[src/rtl/i386_bus_master.sv]
// i386-style bus-cycle master: T1/T2 cycles with READY wait states, NA address pipelining,
// BS16 splitting of 32-bit cycles onto a 16-bit bus, and abort of stuck cycles after TIMEOUT T2 states.
module i386_bus_master #(
    parameter int ADDR_W  = 30,
    parameter int DATA_W  = 32,
    parameter int TIMEOUT = 255,
    parameter bit PIPE_EN = 1'b1
) (
    input  logic                  CLK2,
    input  logic                  RESET,
    input  logic                  req_valid,
    output logic                  req_ready,
    input  logic                  req_write,
    input  logic                  req_mio,
    input  logic                  req_dc,
    input  logic                  req_lock,
    input  logic [ADDR_W-1:0]     req_addr,
    input  logic [DATA_W/8-1:0]   req_be,
    input  logic [DATA_W-1:0]     req_wdata,
    output logic                  rsp_valid,
    output logic [DATA_W-1:0]     rsp_rdata,
    output logic                  rsp_err,
    output logic [ADDR_W-1:0]     A,
    output logic [DATA_W/8-1:0]   BE,
    output logic [DATA_W-1:0]     D_out,
    output logic                  D_oe,
    input  logic [DATA_W-1:0]     D_in,
    output logic                  WR,
    output logic                  DC,
    output logic                  MIO,
    output logic                  LOCK,
    output logic                  ADS,
    input  logic                  READY,
    input  logic                  NA,
    input  logic                  BS16
);
    localparam int BE_W = DATA_W / 8;
    localparam int HB   = BE_W / 2;
    localparam int HD   = DATA_W / 2;
    localparam logic [7:0] TMO_LAST = 8'(TIMEOUT - 1);

    typedef enum logic [1:0] {S_IDLE, S_T1, S_T2, S_T2P} state_t;
    state_t r_state, w_state_n;

    logic [ADDR_W-1:0] r_A;
    logic [BE_W-1:0]   r_BE;
    logic              r_WR, r_DC, r_MIO, r_ADS, r_LOCK, r_D_oe;
    logic [7:0]        r_cnt;
    logic              r_split;
    logic              r_cur_write, r_cur_lock, r_nxt_write, r_nxt_lock;
    logic [DATA_W-1:0] r_cur_wdata, r_nxt_wdata;
    logic [HD-1:0]     r_lo;
    logic              r_rsp_valid, r_rsp_err;
    logic [DATA_W-1:0] r_rsp_rdata;

    logic              w_in_t2, w_accept, w_split, w_done, w_tmo, w_end, w_promote;
    logic              w_load_cur, w_load_nxt, w_pipe_ok;
    logic [BE_W-1:0]   w_cur_be;
    logic              w_ads_n, w_doe_n, w_lock_n;
    logic [7:0]        w_cnt_n;

    // Outside T2P the BE pins always carry the current cycle's enables.
    assign w_cur_be   = ~r_BE;
    assign w_in_t2    = (r_state == S_T2) || (r_state == S_T2P);
    // Splits are only taken from T2; in T2P the pins already hold the pipelined cycle.
    assign w_split    = (DATA_W == 32) && (r_state == S_T2) && !READY && !BS16 && !r_split
                        && (|w_cur_be[HB-1:0]) && (|w_cur_be[BE_W-1:HB]);
    assign w_done     = w_in_t2 && !READY && !w_split;
    assign w_tmo      = w_in_t2 && READY && (r_cnt == TMO_LAST);
    assign w_end      = w_done || w_tmo;
    assign w_promote  = (r_state == S_T2P) && w_end;
    assign w_pipe_ok  = PIPE_EN && (r_state == S_T2) && !NA && !r_split && !w_split;
    assign req_ready  = !RESET && ((r_state == S_IDLE) || w_pipe_ok);
    assign w_accept   = req_valid && req_ready;
    assign w_load_cur = w_accept && ((r_state == S_IDLE) || w_end);
    assign w_load_nxt = w_accept && !w_load_cur;

    always_comb begin
        w_state_n = r_state;
        w_ads_n   = 1'b1;
        w_doe_n   = r_D_oe;
        w_lock_n  = r_LOCK;
        w_cnt_n   = 8'd0;
        case (r_state)
            S_IDLE: if (w_accept) w_state_n = S_T1;
            S_T1: begin
                w_state_n = S_T2;
                w_doe_n   = r_cur_write;
            end
            S_T2: begin
                if (w_split)       w_state_n = S_T1;
                else if (w_accept) w_state_n = w_end ? S_T1 : S_T2P;
                else if (w_end)    w_state_n = S_IDLE;
            end
            S_T2P:   if (w_end) w_state_n = S_T2;
            default: w_state_n = S_IDLE;
        endcase
        if (w_accept || w_split) w_ads_n = 1'b0;
        if (w_promote)                w_doe_n = r_nxt_write;
        else if (w_end || w_split)    w_doe_n = 1'b0;
        if (w_in_t2 && !w_end && !w_split) w_cnt_n = r_cnt + 8'd1;
        if (w_end && !r_cur_lock)                 w_lock_n = 1'b1;
        if ((r_state == S_IDLE) && !req_valid)    w_lock_n = 1'b1;
        if (w_accept && req_lock)                 w_lock_n = 1'b0;
    end

    always_ff @(posedge CLK2 or posedge RESET) begin
        if (RESET) begin
            r_state     <= S_IDLE;
            r_A         <= '0;
            r_BE        <= '1;
            r_WR        <= 1'b0;
            r_DC        <= 1'b0;
            r_MIO       <= 1'b0;
            r_ADS       <= 1'b1;
            r_LOCK      <= 1'b1;
            r_D_oe      <= 1'b0;
            r_cnt       <= 8'd0;
            r_split     <= 1'b0;
            r_cur_write <= 1'b0;
            r_cur_lock  <= 1'b0;
            r_nxt_write <= 1'b0;
            r_nxt_lock  <= 1'b0;
            r_rsp_valid <= 1'b0;
            r_rsp_err   <= 1'b0;
            r_rsp_rdata <= '0;
        end else begin
            r_state     <= w_state_n;
            r_ADS       <= w_ads_n;
            r_LOCK      <= w_lock_n;
            r_D_oe      <= w_doe_n;
            r_cnt       <= w_cnt_n;
            r_rsp_valid <= w_end;
            r_rsp_err   <= w_tmo;
            r_rsp_rdata <= '0;
            if (w_done && !r_cur_write)
                r_rsp_rdata <= r_split ? {D_in[DATA_W-1:HD], r_lo} : D_in;
            if (w_split) begin
                r_split <= 1'b1;
                r_BE    <= {~w_cur_be[BE_W-1:HB], {HB{1'b1}}};
            end else if (w_end) begin
                r_split <= 1'b0;
            end
            if (w_accept) begin
                r_A   <= req_addr;
                r_BE  <= ~req_be;
                r_WR  <= req_write;
                r_DC  <= req_dc;
                r_MIO <= req_mio;
            end
            if (w_load_cur) begin
                r_cur_write <= req_write;
                r_cur_lock  <= req_lock;
            end else if (w_load_nxt) begin
                r_nxt_write <= req_write;
                r_nxt_lock  <= req_lock;
            end else if (w_promote) begin
                r_cur_write <= r_nxt_write;
                r_cur_lock  <= r_nxt_lock;
            end
        end
    end

    always_ff @(posedge CLK2) begin
        if (w_load_cur)      r_cur_wdata <= req_wdata;
        else if (w_promote)  r_cur_wdata <= r_nxt_wdata;
        if (w_load_nxt)      r_nxt_wdata <= req_wdata;
        if (w_split)         r_lo        <= D_in[HD-1:0];
    end

    assign A         = r_A;
    assign BE        = r_BE;
    assign WR        = r_WR;
    assign DC        = r_DC;
    assign MIO       = r_MIO;
    assign ADS       = r_ADS;
    assign LOCK      = r_LOCK;
    assign D_oe      = r_D_oe;
    assign D_out     = r_cur_wdata;
    assign rsp_valid = r_rsp_valid;
    assign rsp_err   = r_rsp_err;
    assign rsp_rdata = r_rsp_rdata;
endmodule

[config.mk]
export PLATFORM = sky130hd
export DESIGN_NAME = i386_bus_master
export DESIGN_NICKNAME = d
export VERILOG_FILES = /design/src/rtl/i386_bus_master.sv
export SDC_FILE = /design/constraint.sdc
export NUM_CORES = 1
export LEC_CHECK = 0
export CAP_MARGIN = 10
export CORE_ASPECT_RATIO = 0.5
export CORE_MARGIN = 2
export CORE_UTILIZATION = 41
export CTS_CLUSTER_SIZE = 25
export DETAILED_ROUTE_END_ITERATION = 8
export PLACE_DENSITY = 0.7
export RECOVER_POWER = 25
export SYNTH_ARGS = -nofsm -noshare
export SYNTH_HDL_FRONTEND = slang
export SYNTH_SLANG_ARGS = --single-unit
[constraint.sdc]
create_clock -name CLK2 -period 3.7 [get_ports CLK2]
set_input_delay 0.74 -clock CLK2 [delete_from_list [all_inputs] [get_ports CLK2]]
set_output_delay 0.74 -clock CLK2 [all_outputs]
set_load 0.02 [all_outputs]
# After elaboration in Yosys (flattened, before gate mapping)
# Cells that the tools add are included.
[op_classes]
n_addsub = 1
eq_ne = 8
n_mux = 29
bitwise_logic = 4
n_reduce_logical = 51
[ops]
columns = ["cell", "count"]
rows = [
  ["two-way mux 32 bit", 3],
  ["logical AND 1 bit", 23],
  ["two-way mux 16 bit", 1],
  ["two-way mux 1 bit", 15],
  ["two-way mux 2 bit", 6],
  ["logical NOT 1 bit", 11],
  ["adder 8 x 1 -> 8 bit (second input constant)", 1],
  ["equality test 8 bit (second input constant)", 1],
  ["two-way mux 4 bit", 2],
  ["two-way mux 8 bit", 1],
  ["inverter 4 bit", 2],
  ["one-hot mux 2 bit (4 select lines)", 1],
  ["logical OR 1 bit", 6],
  ["!= test 2 bit (second input constant)", 3],
  ["nonzero test 2 bit", 3],
  ["nonzero test 3 bit", 2],
  ["equality test 2 bit (second input constant)", 2],
  ["!= test 4 bit (second input constant)", 1],
  ["AND reduction 2 bit", 2],
  ["OR reduction 2 bit", 2],
  ["AND reduction 3 bit", 1],
  ["equality test 2 x 1 -> 1 bit (second input constant)", 1],
  ["logical NOT 2 bit", 1],
  ["inverter 2 bit", 1],
  ["inverter 1 bit", 1],
]
[totals]
register_bits = 169
word_cells = 114

# Longest topological paths before layout
[logic_depth]
ltp_word = 16
mapped_depth = 8
ltp_nobuf = 6

# Least setup slack after synthesis
# OpenSTA, ideal clock, no wires.
[synth_path]
path_type = "input -> register"
start = "in NA"
end = "reg r_nxt_wdata[0], enable pin"
setup_ns = 0.387
arrival_time_ns = 2.070
required_time_ns = 3.313
path_slack_ns = 1.243
cell_stages = 5
path_cell_list = "o21ai_1 > and3_1 > clkbuf_1 > nand4b_1 > inv_1"
[synth_between]
elab_chain_cells = 10
[synth_rtl]
columns = ["item", "line", "rtl"]
rows = [
  ["start: declaration", "34", "input logic NA,"],
  ["logical NOT 1 bit *", "72", "assign w_pipe_ok = PIPE_EN && (r_state == S_T2) && !NA && !r_split && !w_split;"],
  ["logical AND 1 bit * (3 in a row)", "72", ""],
  ["logical OR 1 bit *", "73", "assign req_ready = !RESET && ((r_state == S_IDLE) || w_pipe_ok);"],
  ["logical AND 1 bit *", "73", ""],
  ["logical AND 1 bit *", "74", "assign w_accept = req_valid && req_ready;"],
  ["logical AND 1 bit", "75", "assign w_load_cur = w_accept && ((r_state == S_IDLE) || w_end);"],
  ["logical NOT 1 bit", "76", "assign w_load_nxt = w_accept && !w_load_cur;"],
  ["logical AND 1 bit *", "76", ""],
  ["via w_load_nxt", "57", "logic w_load_cur, w_load_nxt, w_pipe_ok;"],
  ["end signal: assignment", "167", "if (w_load_nxt) r_nxt_wdata <= req_wdata;"],
  ["end: declaration", "51", "logic [DATA_W-1:0] r_cur_wdata, r_nxt_wdata;"],
]
# Mark *: on every way through the listed nets, which the timed path passes. The rest lies on a longest branch.
# A chain may end at the register's enable or synchronous reset.

# Final worst setup path
[layout_path]
start = "in READY"
end = "out req_ready"
[layout_between]
elab_chain_cells = 10
[layout_rtl]
columns = ["item", "line", "rtl"]
rows = [
  ["start: declaration", "33", "input logic READY,"],
  ["logical NOT 1 bit", "66", "assign w_split = (DATA_W == 32) && (r_state == S_T2) && !READY && !BS16 && !r_split"],
  ["logical AND 1 bit (3 in a row)", "66", ""],
  ["logical AND 1 bit (2 in a row)", "67", "&& (|w_cur_be[HB-1:0]) && (|w_cur_be[BE_W-1:HB]);"],
  ["logical NOT 1 bit", "72", ""],
  ["logical AND 1 bit", "72", ""],
  ["logical OR 1 bit", "73", ""],
  ["logical AND 1 bit", "73", ""],
  ["end: declaration", "12", "output logic req_ready,"],
]
# Every way passes these cells.

==> impl_metrics.json <==
{
  "status": "complete, no violations",
  "fin_area_um2": 9410,
  "placed_cell_area_um2": 8830,
  "synth_flop_cell": "dfrtp_1",
  "hold_viol_final": 0,
  "yosys-top-cells-count": "83 x dfrtp_1, 80 x edfxtp_1, 30 x mux2_2, 28 x mux2_4, 28 x nor2_1",
  "holdBufCountCts": 0,
  "drc_errors": 0,
  "cp-start-kind": "input pin",
  "first_global_vias": 4068,
  "grt.total_usage": 0.168,
  "initialDrtViolationCount": 220,
  "worstSetupPathType": "in -> out",
  "synth_most_common_cell": "dfrtp_1",
  "dp_hpwl_um": 9860,
  "wire_per_inst_um": 16.5,
  "cp_cell_sequence": "clkdlybuf4s50_1 > nand2b_1 > nand3b_4 > and3_1 > clkdlybuf4s50_1",
  "seq_area_frac_synth": 0.718,
  "startpoint": "READY",
  "cts_tree": "done",
  "ys_top_cells_by_area": "edfxtp_1 37%, dfrtp_1 32%, mux2_4 6.5%, mux2_2 5.2%, mux2i_1 2.6%",
  "clk_latency_ns": 0.42,
  "die_x_um": 181,
  "reg2reg_slack_ns": 1.06,
  "first_pass_iters": 4,
  "crit_cells": 5,
  "cts.sinks": 169,
  "grt_pass1_wl_um": 21500,
  "die-area_um2": 16800,
  "post_cts.repair.setup_buffers": 0,
  "core-area_um2": 15400,
  "synth_warnings": 0,
  "num_io_pins": 215,
  "async_reset_ff_frac": 0.527,
  "netlist.top_cell.by_area": "edfxtp_1",
  "worstMarginPinSlew_ns": 1.07,
  "grt_max_degree": 69,
  "synth_top_area_frac": 0.372,
  "gp_congestion": 0.767,
  "clk_path_buf_depth": 2,
  "finalSetupTns_ns": 0,
  "synth_nets": 501,
  "syn_avg_cell_area_um2": 16.5,
  "powerDensity_nw_per_um2": 662,
  "gr-total-overflow": 0,
  "cts-resized-gates": 0,
  "crit_family": "buffers and inverters",
  "irDropWorstVdd_mv": 0.315,
  "worst_ep_required_time_ns": 2.96,
  "utilization": 0.610,
  "worst_path_max_delay_cell": "clkdlybuf4s50_1",
  "leakagePower_uw": 0.00375,
  "max_freq_mhz": 311,
  "tritoncts.num_buffers": 17,
  "area_delta_synth_final_pct": 45.7,
  "r2r-end": "D_out[31]",
  "fin_crit_ns": 3.21,
  "drive_gt1_frac": 0.177,
  "via_per_inst": 4.72,
  "synthCells": 391,
  "crit_end": "req_ready",
  "dp_slack_ns": 0.399,
  "ys_types": 41,
  "n_antenna_cell": 0,
  "fin_ws_ns": 0.487,
  "nets": 725,
  "crit_top_cell": "clkdlybuf4s50_1",
  "cts_root_buf": "clkbuf_16",
  "syn_area_um2": 6460,
  "vias": 3928,
  "start_util": 0.419,
  "synth-edff-count": 80,
  "critPathMaxStageDelay_ns": 0.63,
  "maxSlewHeadroom": 0.281,
  "rsz0062_at_grt": "false",
  "synth-seq-cells": 169,
  "die_h_um": 92.7,
  "clk_pin_slew_ns": 0.06,
  "finalSetupViolCount": 0,
  "htree_levels": 4,
  "cp_num_buf_inv": 2,
  "r2r_start": "r_state[0]",
  "endpoint_kind": "output pin",
  "drv_cap": 0,
  "routed_wirelength_um": 13800,
  "ff2ff_path_depth": 6,
  "period_share": 0.868,
  "ant_nets": 0,
  "whs_ns": 0.484,
  "rows": 32,
  "min_path_type": "reg -> reg",
  "drv_slew": 0,
  "cp_max_fo": 7,
  "fin_skew_ns": 0.0126,
  "worstPathArrival_ns": 2.47,
  "antenna_found_initial": 0,
  "port-buffer-count": 214
}
report_power, final:
part | switching (uW) | internal (uW)
Sequential | 202 | 2410
Combinational | 924 | 964
Clock | 783 | 951
registers in the layout, summed over array words and instances, names as in the netlist, 2 cells and up:
signal       cells
r_cnt            8
r_nxt_wdata     32
r_state          2
D_out           32
r_lo            16
rsp_rdata       32
A               30
BE               4
worst min path at each step:
stage / start / end / slack (ns) / cells after the start
floorplan: r_lo[0] / rsp_rdata[0] / 0.47 / 2
global placement: A[23] / A[23] / 0.47 / 1
detailed placement: A[26] / A[26] / 0.47 / 1
CTS: A[26] / A[26] / 0.49 / 1
global route: A[26] / A[26] / 0.50 / 1
finish: A[26] / A[26] / 0.48 / 1
placed cells by master, fill, tap and decap left out, drive strengths merged, types with 4 or more instances in the layout:
cell type,count
a21oi,9
and2,17
buf,7
clkbuf,17
clkdlybuf4s50,165
clkinv,4
clkinvlp,4
dfrtp,83
dfstp,6
dlygate4sd3,49
edfxtp,80
inv,12
mux2,67
mux2i,17
nand2,7
nand3,6
nor2,28
nor3,8
o21ai,9
metrics by stage:
stage,power (uW),cells
5_1_grt,6530,832
6_report,6230,832
3_3_place_gp,4530,800
2_1_floorplan,3630,391
3_5_place_dp,4570,800
4_1_cts,6310,832
layout make-up:
cell class              instances  area, um^2
inverters                       6        26.3
repair buffers                221        2210
flip-flops and latches        169        4640
well taps                     204         255
multi-input cells             200        1700
clock inverters                15         155
fillers                      1203        6010
clock buffers                  17         425
logic make-up after synthesis:
kind of cell    count (synthesis)  share of synthesized area
xor+xnor                        5                    0.00678
buf+inv                        22                     0.0194
flops                         169                      0.718
compound gates                 28                     0.0258
mux                            84                      0.159
fa+ha+maj                       2                    0.00388
simple gates                   81                     0.0665
worst reg2reg max path, stage by stage (launching register included):
cell	delay, ns
dfrtp_1	0.53
nor3_2	0.40
nand3b_4	0.14
inv_4	0.28
or3_2	0.19
buf_4	0.47
mux2_1	0.38
metal layers:
layer,share of wire,track usage
met1,0.42,0.203
met2,0.51,0.289
met3,0.063,0.0562
met4,0.0097,0.0522
met5,0,0
Note: power is estimated with default switching activity, not from simulation.
